<file path="src/rtl/trap_controller_pkg.sv">
// Shared types and constants for the machine-mode trap controller.
package trap_controller_pkg;

    typedef enum logic [1:0] {
        IDLE,
        ENTER,
        RET,
        REDIRECT
    } trap_state_e;

    // Interrupt cause codes
    localparam logic [30:0] CAUSE_MEI      = 31'd11;
    localparam logic [30:0] CAUSE_MSI      = 31'd3;
    localparam logic [30:0] CAUSE_MTI      = 31'd7;
    // Synchronous exception cause codes
    localparam logic [30:0] CAUSE_MISALIGN = 31'd0;
    localparam logic [30:0] CAUSE_ILLEGAL  = 31'd2;
    localparam logic [30:0] CAUSE_BREAK    = 31'd3;
    localparam logic [30:0] CAUSE_ECALL    = 31'd11;

    typedef struct packed {
        logic [23:0] rsvd_hi;
        logic        mpie;     // [7]
        logic [2:0]  rsvd_mid;
        logic        mie;      // [3]
        logic [2:0]  rsvd_lo;
    } mstatus_t;

    typedef struct packed {
        logic [19:0] rsvd_hi;
        logic        meie;     // [11]
        logic [2:0]  rsvd_b;
        logic        mtie;     // [7]
        logic [2:0]  rsvd_a;
        logic        msie;     // [3]
        logic [2:0]  rsvd_lo;
    } mie_t;

    typedef struct packed {
        logic [19:0] rsvd_hi;
        logic        meip;     // [11]
        logic [2:0]  rsvd_b;
        logic        mtip;     // [7]
        logic [2:0]  rsvd_a;
        logic        msip;     // [3]
        logic [2:0]  rsvd_lo;
    } mip_t;

endpackage

</file>
<file path="src/rtl/trap_controller_cause_arbiter.sv">
// Combinational trap-cause priority arbiter: interrupts (MEI, MSI, MTI),
// then synchronous exceptions (misaligned, illegal, ebreak, ecall), then mret.
module trap_cause_arbiter
    import trap_controller_pkg::*;
(
    input  logic        irq_mei,
    input  logic        irq_msi,
    input  logic        irq_mti,
    input  logic        misaligned,
    input  logic        illegal,
    input  logic        ebreak,
    input  logic        ecall,
    input  logic        mret,
    output logic        take_trap,
    output logic        take_mret,
    output logic        is_irq,
    output logic [30:0] cause
);

    // Fixed-priority selection; an mret only wins when nothing else is pending
    always_comb begin
        take_trap = 1'b1;
        take_mret = 1'b0;
        is_irq    = 1'b0;
        cause     = '0;
        if (irq_mei) begin
            is_irq = 1'b1;
            cause  = CAUSE_MEI;
        end else if (irq_msi) begin
            is_irq = 1'b1;
            cause  = CAUSE_MSI;
        end else if (irq_mti) begin
            is_irq = 1'b1;
            cause  = CAUSE_MTI;
        end else if (misaligned) begin
            cause = CAUSE_MISALIGN;
        end else if (illegal) begin
            cause = CAUSE_ILLEGAL;
        end else if (ebreak) begin
            cause = CAUSE_BREAK;
        end else if (ecall) begin
            cause = CAUSE_ECALL;
        end else begin
            take_trap = 1'b0;
            take_mret = mret;
        end
    end

endmodule

</file>
<file path="src/rtl/trap_controller.sv">
// Machine-mode trap controller: selects traps/mret at commit, strobes the CSR
// block, then flushes and redirects fetch.
// Optional macro TRAP_VECTORED_EN: vectored interrupt dispatch when mtvec mode is 1.
module trap_controller
    import trap_controller_pkg::*;
#(
    parameter logic [31:0] RESET_PC = 32'h0000_0000
) (
    input  logic        clk,
    input  logic        rst_sync,
    input  logic        stall_n,
    input  logic        instr_valid,
    input  logic [31:0] instr_pc,
    input  logic        ecall,
    input  logic        ebreak,
    input  logic        illegal_instr,
    input  logic        instr_misaligned,
    input  logic        mret,
    input  mstatus_t    csr_mstatus,
    input  mie_t        csr_mie,
    input  mip_t        csr_mip,
    input  logic [31:0] csr_mtvec,
    input  logic [31:0] csr_mepc,
    output logic        exception_occurred,
    output logic        exception_returned,
    output logic [31:0] new_mepc,
    output logic [31:0] new_mcause,
    output logic [31:0] new_mtval,
    output logic        flush,
    output logic        redirect_valid,
    output logic [31:0] redirect_pc
);

    trap_state_e state;
    logic        detect;
    logic        irq_mei, irq_msi, irq_mti;
    logic        take_trap, take_mret, is_irq;
    logic [30:0] cause;
    logic [31:0] trap_target;
    logic        unused_csr_bits;

    assign unused_csr_bits = ^{csr_mstatus, csr_mie, csr_mip, csr_mtvec[1:0]};

    assign detect  = instr_valid && stall_n;
    assign irq_mei = csr_mstatus.mie && csr_mie.meie && csr_mip.meip;
    assign irq_msi = csr_mstatus.mie && csr_mie.msie && csr_mip.msip;
    assign irq_mti = csr_mstatus.mie && csr_mie.mtie && csr_mip.mtip;

    assign new_mtval = '0;

    trap_cause_arbiter u_arbiter (
        .irq_mei    (irq_mei),
        .irq_msi    (irq_msi),
        .irq_mti    (irq_mti),
        .misaligned (instr_misaligned),
        .illegal    (illegal_instr),
        .ebreak     (ebreak),
        .ecall      (ecall),
        .mret       (mret),
        .take_trap  (take_trap),
        .take_mret  (take_mret),
        .is_irq     (is_irq),
        .cause      (cause)
    );

    // Trap target from mtvec; cause is taken from the mcause latched on entry
    always_comb begin
        trap_target = {csr_mtvec[31:2], 2'b00};
`ifdef TRAP_VECTORED_EN
        if (csr_mtvec[1:0] == 2'b01 && new_mcause[31])
            trap_target = {csr_mtvec[31:2], 2'b00} + {new_mcause[29:0], 2'b00};
`endif
    end

    // Trap sequencer with registered strobes: IDLE -> ENTER/RET -> REDIRECT -> IDLE
    always_ff @(posedge clk) begin
        if (rst_sync) begin
            state              <= IDLE;
            exception_occurred <= 1'b0;
            exception_returned <= 1'b0;
            flush              <= 1'b0;
            redirect_valid     <= 1'b0;
            new_mepc           <= '0;
            new_mcause         <= '0;
            redirect_pc        <= RESET_PC;
        end else begin
            case (state)
                IDLE: begin
                    if (detect && take_trap) begin
                        state              <= ENTER;
                        exception_occurred <= 1'b1;
                        flush              <= 1'b1;
                        new_mepc           <= instr_pc;
                        new_mcause         <= {is_irq, cause};
                    end else if (detect && take_mret) begin
                        state              <= RET;
                        exception_returned <= 1'b1;
                        flush              <= 1'b1;
                    end
                end
                ENTER: begin
                    state              <= REDIRECT;
                    exception_occurred <= 1'b0;
                    flush              <= 1'b0;
                    redirect_valid     <= 1'b1;
                    redirect_pc        <= trap_target;
                end
                RET: begin
                    state              <= REDIRECT;
                    exception_returned <= 1'b0;
                    flush              <= 1'b0;
                    redirect_valid     <= 1'b1;
                    redirect_pc        <= csr_mepc;
                end
                REDIRECT: begin
                    state          <= IDLE;
                    redirect_valid <= 1'b0;
                    redirect_pc    <= RESET_PC;
                end
                default: state <= IDLE;
            endcase
        end
    end

endmodule

</file>
<file path="config.mk">
export PLATFORM = sky130hd
export DESIGN_NAME = trap_controller
export DESIGN_NICKNAME = d
export VERILOG_FILES = /design/src/rtl/trap_controller_pkg.sv /design/src/rtl/trap_controller_cause_arbiter.sv /design/src/rtl/trap_controller.sv
export SDC_FILE = /design/constraint.sdc
export NUM_CORES = 1
export LEC_CHECK = 0
export ABC_AREA = 1
export ABC_CLOCK_PERIOD_IN_PS = 1950
export CAP_MARGIN = 5
export CORE_AREA = 4 4 127 129
export DETAILED_ROUTE_END_ITERATION = 10
export DIE_AREA = 0 0 131 133
export GPL_TIMING_DRIVEN = 0
export MAX_ROUTING_LAYER = met4
export PLACE_DENSITY = 0.68
export SYNTH_ARGS = -nofsm -noshare
export SYNTH_HDL_FRONTEND = slang
export SYNTH_SLANG_ARGS = --single-unit
export TNS_END_PERCENT = 100
</file>
<file path="constraint.sdc">
create_clock -name clk -period 1.95 [get_ports clk]
set_clock_uncertainty 0.15 [all_clocks]
set_input_delay 0.39 -clock clk [delete_from_list [all_inputs] [get_ports clk]]
set_output_delay 0.39 -clock clk [all_outputs]
set_load 0.01 [all_outputs]
</file>
==> out/results.ini <==
[floorplan]
die_y_um = 133
fp.dieArea_um2 = 17400
die_w_um = 131
io_pins = 333
start_util_pct = 24.0
core-area_um2 = 15000
num_rows = 45

[synth]
synth_xor_area_share_pct = 0
ys_seq_elements = 75
synth_top_family_by_area = simple AND/OR/NAND/NOR gates
synth_compound_area_share_pct = 13.1
synthCells = 462
syn_area_um2 = 3600
synth_mux_area_share_pct = 0
yosysSeqAreaShare_pct = 41.7
synth-simple-area-share_pct = 24.7
syn_avg_cell_area_um2 = 7.80
ys_warn_count = 0
synthAdderAreaFrac_pct = 1.39
ys_types = 28

[sta]
tightest_slew_ns = 0.515
timing.final.ws_setup_ns = 0.131
setup_viol = 0
rsz0062_at_grt = false
final.min_clock_period_ns = 1.82
hold_viol_final = 0
finalCritPeriodShare_pct = 93.3
fmax_mhz = 550
relSlewSlack_pct = 65.7
drv_slew = 0
hold_ws_ns = 0.292

[layout]
postLayoutCoreUtil_pct = 41.4
syn2layout_area_growth_pct = 72.8
design_area_um2 = 6230
antenna_cells = 0
stdcell_count = 902
nNetsFinal = 916
drive_above_1_share_pct = 17.1
layout_commonest_cell = clkdlybuf4s50_1
final_cell_mix = clkdlybuf4s50_1, nand2_1, dfxtp_1, buf_4, conb_1

[run_status]
status = finished, final reports clean

[placed_design]
dpl.cell_count = 889
dp_slack_ns = -0.257
dpl.hpwl_um = 9440
post_dp_cell_area_um2 = 5870
portBuffers = 181
gp_congestion = 0.792

[global_route]
grt_pass1_wl_um = 18100
grt_max_degree = 20
grt_antenna_before_repair = 0
grtUsageTotal_pct = 13.8
overflow = 0
grt_pass1_vias = 3556

[route]
post-route-drc-count = 0
firstDrtPassIters = 4
wl_um = 12000
wl_per_cell_um = 13.4
final_antenna_net_count = 0
viasPerCell = 4.14
vias = 3736
drt_iter0_markers = 152

[power]
leakagePower_nw = 2.50
peakVddDrop_v = 0.000466
power.density_nw_per_um2 = 750

[clock_network]
cts_tree = built
ctsHoldBuffers = 0
cts_root_buf = clkbuf_16
cts.htree.levels = 3
cts_num_sinks = 75
clockBufferDepth = 2
clk_pin_slew_ns = 0.06
insertion_delay_ns = 0.33
cts_buffers = 9
cts_setup_buffers = 0

[worst_setup_path]
crit_buf_inv = 1
rrSetupSlack_ns = 0.17
critPathTopFamily = buffers and inverters
rr_worst_depth = 6
path_cells = clkdlybuf4s50_1
crit_required_ns = 1.41
r2r_start = state[0]$_SDFFE_PP0P_
end_kind = output port
critPathMaxFanout = 2
path_class = reg -> out
cp_slowest_stage_delay_ns = 0.57
crit_end = redirect_pc[19]
crit_path_start_kind = flop
slowest_stage = clkdlybuf4s50_1
cp-startpoint = redirect_pc[19]$_SDFFE_PP0P_
path_depth = 1
rr_endpoint = redirect_pc[4]$_SDFFE_PP0P_
worstPathArrival_ns = 1.28

[min_path]
hold_path_class = reg -> reg

[flow_run]
cap_violations = 0

## per-layer routing
metal / share of wire [%] / track usage, % / up-vias / wire length [um]
li1: - / - / 1892 / -
met1: 42 / 15.5 / 1648 / 5040
met2: 47 / 22.4 / 182 / 5600
met3: 10 / 5.09 / 14 / 1200
met4: 1.7 / 4.57 / 0 / 204
met5: 0 / - / - / 0
## worst register-to-register path, delay by kind of cell (launching register included)
kind,cells,cell delay (ns)
and+or+nand+nor,2,0.32
AOI/OAI and AO/OA,1,0.16
adders and majority gates,1,0.32
buffers and inverters,2,0.36
DFF,1,0.39
## worst min path at each step
stage | start | end | cells past startpoint
3_5_place_dp | exception_returned$_SDFFE_PP0P_ | exception_returned$_SDFFE_PP0P_ | 2
4_1_cts | exception_returned$_SDFFE_PP0P_ | exception_returned$_SDFFE_PP0P_ | 2
2_1_floorplan | exception_returned$_SDFFE_PP0P_ | exception_returned$_SDFFE_PP0P_ | 2
5_1_grt | exception_returned$_SDFFE_PP0P_ | exception_returned$_SDFFE_PP0P_ | 2
3_3_place_gp | exception_returned$_SDFFE_PP0P_ | exception_returned$_SDFFE_PP0P_ | 2
6_report | exception_returned$_SDFFE_PP0P_ | exception_returned$_SDFFE_PP0P_ | 2
## final cells by class
type / instances / area [um^2]
sequential: 75 / 1500
clock buffer: 10 / 239
inverter: 15 / 58.8
clock inverter: 4 / 98.8
fill: 1526 / 8800
multi-input combinational: 343 / 1640
buffer: 86 / 639
timing repair buffer: 181 / 1810
tap: 188 / 235
## repair_timing
item,4_1_cts,5_1_grt
setup endpoints to repair,30,31
cloned,0,0
resized for setup,5,13
## report_power, final
group / switching, mW / leakage [nW] / total (mW) / internal, mW
sequential: 0.0597 / 0.611 / 1.70 / 1.64
clock: 0.638 / 0.165 / 1.91 / 1.28
combinational: 0.468 / 1.72 / 1.05 / 0.587
## Yosys cell counts
master | instances | share of area (%)
inv_1 | 14 | 1.5
conb_1 | 1 | 0.10
nor3_1 | 1 | 0.14
buf_1 | 1 | 0.10
a21boi_0 | 1 | 0.21
buf_4 | 61 | 13
buf_12 | 2 | 1.1
nor2_4 | 3 | 0.94
nand2_4 | 1 | 0.31
nand4_1 | 5 | 0.87
ha_1 | 4 | 1.4
clkbuf_1 | 14 | 1.5
buf_6 | 1 | 0.31
nand3b_1 | 1 | 0.21
buf_8 | 2 | 0.83
nand3_4 | 1 | 0.49
inv_4 | 1 | 0.17
nand3_2 | 1 | 0.28
nor2_1 | 12 | 1.2
nand2_1 | 131 | 14
buf_2 | 6 | 0.83
a31oi_1 | 30 | 5.2
a21oi_1 | 32 | 4.4
a21oi_2 | 10 | 2.4
o21ai_0 | 6 | 0.83
dfxtp_1 | 75 | 42
nand3_1 | 34 | 4.7
nand2_2 | 11 | 1.9
## flip-flops by register name, summed over array words and instances (netlist names)
register / count
new_mcause: 5
redirect_pc: 32
exception_occurred: 1
flush: 1
exception_returned: 1
new_mepc: 32
state: 2
redirect_valid: 1
## logic make-up (layout without fill, tap and decap cells)
family                   after synthesis  after routing
adder cells (fa/ha/maj)                4              4
AND/OR/NAND/NOR                      201            201
buffers and inverters                102            296
AO/OA/AOI/OAI                         79             79
flip-flops                            75             75
other                                  1             59
## per-stage QoR
step	power (mW)	setup TNS [ns]
after floorplan	2.24	0
after global placement	2.78	-7.05
after detailed placement	2.78	-8.81
after CTS	4.74	0
after global routing	4.90	0
final	4.67	0
No activity file was read; power rests on OpenSTA's default activity.
